### config.mk
export PLATFORM = sky130hd
export DESIGN_NAME = fifo_wr_arbiter
export DESIGN_NICKNAME = d
export VERILOG_FILES = /design/src/rtl/fifo_wr_arbiter.sv
export SDC_FILE = /design/constraint.sdc
export NUM_CORES = 1
export LEC_CHECK = 0
export ABC_AREA = 1
export ABC_CLOCK_PERIOD_IN_PS = 3000
export CELL_PAD_IN_SITES_DETAIL_PLACEMENT = 1
export CELL_PAD_IN_SITES_GLOBAL_PLACEMENT = 1
export CORE_MARGIN = 4
export CORE_UTILIZATION = 22
export CTS_BUF_LIST = sky130_fd_sc_hd__clkbuf_4 sky130_fd_sc_hd__clkbuf_8 sky130_fd_sc_hd__clkbuf_16
export CTS_CLUSTER_SIZE = 8
export DETAILED_ROUTE_END_ITERATION = 8
export GPL_ROUTABILITY_DRIVEN = 0
export PLACE_DENSITY = 0.82
export SLEW_MARGIN = 20
export SYNTH_ARGS = -nofsm -noshare
export SYNTH_HDL_FRONTEND = slang
export SYNTH_SLANG_ARGS = --single-unit
### constraint.sdc
create_clock -name wclk -period 3 [get_ports wclk]
set_input_delay 0.45 -clock wclk [delete_from_list [all_inputs] [get_ports wclk]]
set_output_delay 0.45 -clock wclk [all_outputs]
set_load 0.01 [all_outputs]
### src/rtl/fifo_wr_arbiter.sv
// Round-robin arbiter sharing the FIFO write port among NUM_REQ valid/ready producers.
// Define FIFO_ARB_BURST_EN to compile in the burst-lock FSM (up to BURST_LEN beats per grant).
module fifo_wr_arbiter #(
    parameter int unsigned NUM_REQ    = 4,
    parameter int unsigned DATA_WIDTH = 8,
    parameter int unsigned BURST_LEN  = 4
) (
    input  logic                            wclk,
    input  logic                            wrst_n,
    input  logic [NUM_REQ-1:0]              req_valid,
    input  logic [NUM_REQ*DATA_WIDTH-1:0]   req_data,
    output logic [NUM_REQ-1:0]              req_ready,
    input  logic                            full,
    output logic                            w_en,
    output logic [DATA_WIDTH-1:0]           data_in,
    output logic [NUM_REQ-1:0]              grant,
    output logic                            burst_active
);

    localparam int unsigned PTR_W = $clog2(NUM_REQ);

    if (NUM_REQ < 2 || NUM_REQ > 16) begin : g_bad_num_req
        $error("fifo_wr_arbiter: NUM_REQ must be in 2..16");
    end
    if (BURST_LEN < 1) begin : g_bad_burst_len
        $error("fifo_wr_arbiter: BURST_LEN must be >= 1");
    end

    // Modulo-NUM_REQ increment; keeps the pointer below NUM_REQ for any NUM_REQ.
    function automatic logic [PTR_W-1:0] ptr_inc(input logic [PTR_W-1:0] p);
        return (32'(p) == NUM_REQ - 1) ? '0 : PTR_W'(32'(p) + 1);
    endfunction

    logic [PTR_W-1:0] rr_ptr;
    logic [PTR_W-1:0] rr_win;
    logic [PTR_W-1:0] cand;
    logic             rr_found;
    logic [PTR_W-1:0] sel;
    logic             sel_vld;

    // First valid requester at or after rr_ptr, wrapping.
    always_comb begin
        rr_found = 1'b0;
        rr_win   = '0;
        cand     = '0;
        for (int unsigned i = 0; i < NUM_REQ; i++) begin
            cand = PTR_W'((32'(rr_ptr) + i) % NUM_REQ);
            if (!rr_found && req_valid[cand]) begin
                rr_found = 1'b1;
                rr_win   = cand;
            end
        end
    end

`ifdef FIFO_ARB_BURST_EN
    localparam int unsigned CNT_W = $clog2(BURST_LEN + 1);

    typedef enum logic {IDLE, BURST} state_t;

    state_t           state;
    logic [PTR_W-1:0] owner;
    logic [CNT_W-1:0] beat_cnt;

    always_comb begin
        sel     = rr_win;
        sel_vld = rr_found;
        if (state == BURST) begin
            sel     = owner;
            sel_vld = 1'b1;
        end
    end

    // Burst lock: the owner keeps the port until BURST_LEN beats or it drops valid.
    always_ff @(posedge wclk or negedge wrst_n) begin
        if (!wrst_n) begin
            state    <= IDLE;
            owner    <= '0;
            beat_cnt <= '0;
            rr_ptr   <= '0;
        end else if (!full) begin
            case (state)
                IDLE: begin
                    if (w_en) begin
                        if (BURST_LEN > 1) begin
                            state    <= BURST;
                            owner    <= sel;
                            beat_cnt <= CNT_W'(1);
                        end else begin
                            rr_ptr <= ptr_inc(sel);
                        end
                    end
                end
                BURST: begin
                    if (!req_valid[owner] || (32'(beat_cnt) + 1 >= BURST_LEN)) begin
                        state    <= IDLE;
                        beat_cnt <= '0;
                        rr_ptr   <= ptr_inc(owner);
                    end else begin
                        beat_cnt <= beat_cnt + CNT_W'(1);
                    end
                end
                default: state <= IDLE;
            endcase
        end
    end

    assign burst_active = wrst_n && (state == BURST);
`else
    assign sel     = rr_win;
    assign sel_vld = rr_found;

    always_ff @(posedge wclk or negedge wrst_n) begin
        if (!wrst_n) begin
            rr_ptr <= '0;
        end else if (w_en) begin
            rr_ptr <= ptr_inc(sel);
        end
    end

    assign burst_active = 1'b0;
`endif

    // Reset gates the port so an in-flight beat is abandoned without a write.
    logic sel_live;
    assign sel_live  = sel_vld && wrst_n;
    assign grant     = sel_live ? (NUM_REQ'(1) << sel) : '0;
    assign req_ready = grant & {NUM_REQ{~full}};
    assign w_en      = |(req_valid & req_ready);
    assign data_in   = sel_live ? req_data[32'(sel) * DATA_WIDTH +: DATA_WIDTH] : '0;

endmodule

==> results_dict.tcl, run 1 <==
set metrics [dict create \
    drive_above_1_share_pct 40.00 \
    synth-xor-area-share_pct 0 \
    cpMostUsedCell "nand2_1" \
    crit_fanout 10 \
    first_pass_iters 4 \
    crit_end "w_en" \
    grt.overflow.total 0 \
    path_cells "inv_6 -> nand2_1 -> nand2_2 -> nand2_1 -> nand2_2 -> nor2_4 -> nand3_2 -> nand3_4 -> buf_4 -> ha_1 -> inv_1 -> nor3_2 -> nand2_1 -> nand3_2 -> buf_2" \
    avgSynthCellArea_um2 5.764 \
    synth_nets 180 \
    grt_pass1_wl_um 6203 \
    seq_area_um2 51.30 \
    synth_seq_area_share_pct 6.202 \
    crit_family "simple AND/OR/NAND/NOR gates" \
    period_minus_slack_ns 2.761 \
    p_leak_nw 0.8869 \
    cts.sinks 2 \
    track_usage_pct 17.44 \
    die-area_um2 4701 \
    synth_cells 140 \
    clk_pin_slew_ns 0.03 \
    rsz0062_at_grt "no" \
    synthMuxAreaShare_pct 0 \
    r2r-start "rr_ptr[0]" \
    power.density_nw_per_um2 1404 \
    synth_top_family_by_area "simple AND/OR/NAND/NOR gates" \
    nFillCells 464 \
    antenna_found_initial 0 \
    reg2regPathDepth 16 \
    ff2ff_setup_slack_ns 0.72 \
    status "finished clean" \
    dpl.hpwl_um 2983 \
    holdWs_ns 0.5177 \
    hold_viol 0 \
    nNetsFinal 267 \
    worstSetupStartpoint "rr_ptr[0]" \
    maxSlewViolCount 0 \
    setup_viol_count_final 0 \
    synth-seq-cells 2 \
    largestRegisters "rr_ptr x2" \
    initial_core_util_pct 23.45 \
    num_vias 1234 \
    drtIter0Drc 25 \
    synthDistinctLibCells 27 \
    cts_max_path_buffers 2 \
    drc 0 \
    drv_cap 0 \
    boundaryPins 57 \
    r2r_end "rr_ptr[0]" \
    ir_drop_mv 0.6036 \
    cp.depth 15 \
    wl_per_cell_um 14.15 \
    critPathArrivalTime_ns 2.31 \
    cts_tree "yes" \
    critical_path.slowest_cell "dfrtp_2" \
    synth-compound-area-share_pct 8.062 \
    synth-adder-area-share_pct 1.550 \
    final_common_cell "nand2_1" \
    start_kind "flip-flop" \
    cp-end-kind "primary output" \
    ys_warn_count 0 \
    chipWidth_um 68.57 \
    portBuffers 55 \
    cts_hold_buffers 0 \
    htree_levels 1 \
    cts_made_buffers 3 \
    core_um2 3442 \
    multi_input_area_um2 709.4 \
    ant_nets 0 \
    required_ns 2.55 \
    die_y_um 68.57 \
    tns_ns 0 \
    crit_type "flip-flop to primary output" \
    top_register "rr_ptr" \
    grt_pass1_vias 1336 \
    row_count 21 \
    min_period_over_period_pct 92.02 \
    cts_root_buffer "clkbuf_8" \
    yosys.area_share.simple_pct 70.54 \
    wl_um 3835 \
    syn_to_final_growth_pct 110.4 \
    fin_worst_skew_ns 0.001599 \
    final_cell_mix "nand2_1 (55), clkdlybuf4s50_1 (34), buf_4 (28)" \
    min_path_type "primary input to async pin" \
    fmax_mhz 362.2 \
    fin_util_pct 49.33 \
    antenna_cells 0 \
    syn_area_um2 807.0 \
    clk_latency_ns 0.21 \
    max_stage_delay_ns 0.50 \
    routed_via_density 4.554 \
    largest_register_ffs 2 \
    grt_max_degree 11 \
    cp_num_buf_inv 4 \
]
-- layer usage --
| layer | vias up | GRT usage (%) | part of all wire [%] |
|---|---|---|---|
| li1 | 620 | - | - |
| met1 | 592 | 20.59 | 39 |
| met2 | 20 | 32.30 | 58 |
| met3 | 2 | 1.945 | 2.6 |
| met4 | 0 | 5.707 | 0.26 |
| met5 | - | 0 | 0 |
-- logic make-up (layout without fill, tap and decap cells) --
| logic type | Yosys count | count (layout) |
|---|---|---|
| buffers and inverters | 20 | 105 |
| other | 1 | 1 |
| AOI/OAI and AO/OA | 9 | 9 |
| and+or+nand+nor | 107 | 107 |
| DFF | 2 | 2 |
| adders and majority gates | 1 | 1 |
-- synthesized netlist by cell type --
cell type | instances | area share [%]
nor2_1 | 5 | 2.3
nand3_1 | 16 | 9.9
inv_2 | 3 | 1.4
o21ai_0 | 1 | 0.62
o211ai_2 | 1 | 1.6
nand2_1 | 61 | 28
or2_2 | 2 | 1.6
nor2_4 | 1 | 1.4
nor3_2 | 1 | 1.2
nand4_1 | 2 | 1.6
nor4_2 | 1 | 1.6
or2_1 | 3 | 2.3
nand3_4 | 3 | 6.5
nor4_1 | 1 | 0.78
ha_1 | 1 | 1.6
buf_6 | 3 | 4.2
nand2_4 | 1 | 1.4
inv_6 | 1 | 1.1
o211ai_1 | 5 | 4.7
buf_4 | 1 | 0.93
dfrtp_1 | 2 | 6.2
conb_1 | 1 | 0.46
a21oi_1 | 2 | 1.2
nor3_4 | 2 | 4.0
inv_1 | 12 | 5.6
nand3_2 | 3 | 3.7
nand2_2 | 5 | 3.9
-- power breakdown --
group	leakage [nW]	total (W)	switching, W	internal [W]
clock network	0.0216	0.000106	0.0000207	0.0000848
logic	0.842	0.00219	0.00115	0.00104
registers	0.0228	0.0000843	0.0000412	0.0000431
total	0.887	0.00238	0.00122	0.00117
-- worst min path at each step --
stage / from / endpoint / slack [ns] / depth (start not counted)
CTS: wrst_n / rr_ptr[1] / 0.52 / 1
finish: wrst_n / rr_ptr[1] / 0.52 / 1
floorplan: wrst_n / rr_ptr[0] / 0.15 / 0
detailed placement: rr_ptr[1] / rr_ptr[1] / 0.67 / 2
global placement: rr_ptr[1] / rr_ptr[1] / 0.66 / 2
global route: wrst_n / rr_ptr[0] / 0.52 / 1
-- metrics by stage --
step           instance area (um^2)  setup slack [ns]  power, W  instances
6_report                       1698            0.2394  0.002384        271
5_1_grt                        1698           0.02353  0.002620        271
4_1_cts                        1688          -0.01746  0.002340        270
3_5_place_dp                   1572           -0.3282  0.002078        260
3_3_place_gp                   1572           -0.2726  0.002031        260
2_1_floorplan                 807.0            0.5039  0.001145        140
-- what timing repair did --
action / 4_1_cts / 5_1_grt
gates resized for setup: 46 / 29
buffers inserted: 7 / 1
setup endpoints to repair: 17 / 16
pin swaps: 3 / 9
-- layout make-up --
type	count	share of cell area, %
Timing Repair Buffer	86	45.39
Inverter	16	3.979
Clock buffer	3	2.432
Multi-Input combinational cell	118	41.78
Tap cell	46	3.390
Sequential cell	2	3.021
-- worst register-to-register path, cell delays in order (launching register included) --
cell and delay (ns):
dfrtp_2 0.50, inv_6 0.09, nand2_1 0.09, nand2_2 0.08, nand2_1 0.08, nand2_2 0.09, nor2_4 0.17, nand3_2 0.11
nand3_4 0.13, buf_4 0.13, ha_1 0.13, inv_1 0.06, nor3_2 0.13, nand2_1 0.10, buf_4 0.15, nand2_1 0.05
o21ai_0 0.07
No activity file was read; power rests on OpenSTA's default activity.
==> inputs of run 2 (changes only) <==
CORE_MARGIN = unset   (was 4)
==> results_dict.tcl, run 2 (synthesis gave the netlist of run 1 again) <==
set metrics [dict create \
    status "finished clean" \
    grt.overflow.total 0 \
    final_common_cell "nand2_1" \
    antenna_found_initial 0 \
    largestRegisters "rr_ptr x2" \
    grt_max_degree 11 \
    max_stage_delay_ns 0.47 \
    min_period_over_period_pct 97.96 \
    cts_hold_buffers 0 \
    hold_viol 0 \
    fin_util_pct 49.89 \
    htree_levels 1 \
    cp-end-kind "primary output" \
    place_inst 256 \
    ant_nets 0 \
    num_vias 1326 \
    cp_num_buf_inv 5 \
    maxSlewViolCount 0 \
    cts.sinks 2 \
    required_ns 2.55 \
    path_cells "buf_6 -> nand2_1 -> nand2_2 -> nand2_1 -> nand2_2 -> nand2_1 -> nand2_1 -> nand2_2 -> nand3_4 -> nor3_4 -> buf_4 -> buf_6 -> buf_4 -> nand2_1 -> nand3_1 -> buf_2" \
    period_minus_slack_ns 2.939 \
    fmax_mhz 340.3 \
    ir_drop_mv 0.5954 \
    clk_pin_slew_ns 0.03 \
    largest_register_ffs 2 \
    tns_ns 0 \
    nFillCells 459 \
    nNetsFinal 275 \
    cpMostUsedCell "nand2_1" \
    grt_pass1_wl_um 6699 \
    portBuffers 55 \
    first_pass_iters 4 \
    final_cell_mix "nand2_1 (56), clkdlybuf4s50_1 (35), buf_4 (35)" \
    layout.cells.non_filler 279 \
    grt_pass1_vias 1419 \
    clk_latency_ns 0.25 \
    top_register "rr_ptr" \
    boundaryPins 57 \
    setup_viol_count_final 0 \
    antenna_cells 0 \
    wl_per_cell_um 15.76 \
    cts_made_buffers 3 \
    wl_um 4396 \
    min_path_type "primary input to async pin" \
    crit_family "simple AND/OR/NAND/NOR gates" \
    syn_to_final_growth_pct 111.2 \
    cts_root_buffer "clkbuf_4" \
    critical_path.slowest_cell "dfrtp_2" \
    row_count 21 \
    track_usage_pct 21.77 \
    cts_max_path_buffers 2 \
    crit_type "flip-flop to primary output" \
    core_um2 3416 \
    drive_above_1_share_pct 37.34 \
    chipWidth_um 62.57 \
    drc 0 \
    dpl.hpwl_um 2651 \
    initial_core_util_pct 23.63 \
    rsz0062_at_grt "yes" \
    drv_cap 0 \
    critPathArrivalTime_ns 2.49 \
    die-area_um2 3914 \
    seq_area_um2 52.55 \
    p_leak_nw 0.8991 \
    multi_input_area_um2 680.7 \
    crit_fanout 6 \
    die_y_um 62.57 \
    drtIter0Drc 34 \
    power.density_nw_per_um2 1421 \
    fin_worst_skew_ns 0.003999 \
    routed_via_density 4.753 \
    cts_tree "yes" \
    start_kind "flip-flop" \
]
## run 2: through the flow
step | power [W] | setup WS (ns) | instance area, um^2 | hold WS, ns
global route | 0.002593 | -0.05009 | 1704 | 0.4685
finish | 0.002421 | 0.06105 | 1704 | 0.4448
CTS | 0.002257 | 0.007656 | 1669 | 0.4546
detailed placement | 0.001971 | -0.3787 | 1516 | 0.6682
floorplan | 0.001145 | 0.5039 | 807.0 | 0.1544
global placement | 0.001920 | -0.2926 | 1516 | 0.6540
## run 2: per-layer routing
layer | vias to the layer above | wire length [um] | GRT usage, %
li1 | 640 | - | -
met1 | 618 | 1717 | 23.09
met2 | 48 | 2226 | 39.40
met3 | 20 | 180 | 2.737
met4 | 0 | 272 | 15.41
met5 | - | 0 | 0
## run 2: area by class of cell
cell class	instances	share of cell area [%]
Multi-Input combinational cell	118	39.94
Clock buffer	3	1.322
Tap cell	46	3.377
Inverter	16	4.112
Sequential cell	2	3.084
Timing Repair Buffer	94	48.16
## run 2: worst paths after layout
kind / start / endpoint / slack [ns] / cells past startpoint
worst max-delay path: rr_ptr[0] / data_in[4] / 0.06 / 16
worst min-delay path: wrst_n / rr_ptr[1] / 0.44 / 1
worst max register to register: rr_ptr[0] / rr_ptr[1] / 0.66 / 16
worst min register to register: rr_ptr[1] / rr_ptr[1] / 0.67 / 2
max in group asynchronous: wrst_n / rr_ptr[0] / 2.32 / 1
min in group wclk: rr_ptr[1] / rr_ptr[1] / 0.67 / 2
## run 2: power breakdown
part	internal, W	switching [W]	leakage (nW)	total [W]
Sequential	0.0000446	0.0000364	0.0216	0.0000810
Combinational	0.00108	0.00119	0.864	0.00227
Clock	0.0000448	0.0000245	0.0138	0.0000693
Total	0.00117	0.00125	0.899	0.00242
## run 2: what timing repair did
action / 4_1_cts / 5_1_grt
gates resized for setup: 42 / 21
setup buffers: 15 / 5
endpoints found under the hold margin: 0 / 0
pin swaps: 9 / 7
cloned: 0 / 0
setup endpoints to repair: 17 / 16
==> inputs of run 3 (changes only) <==
SLEW_MARGIN = 40   (was 20)
==> results of run 3 <==
No change in the layout: final DEF, timing and power equal those of run 2.
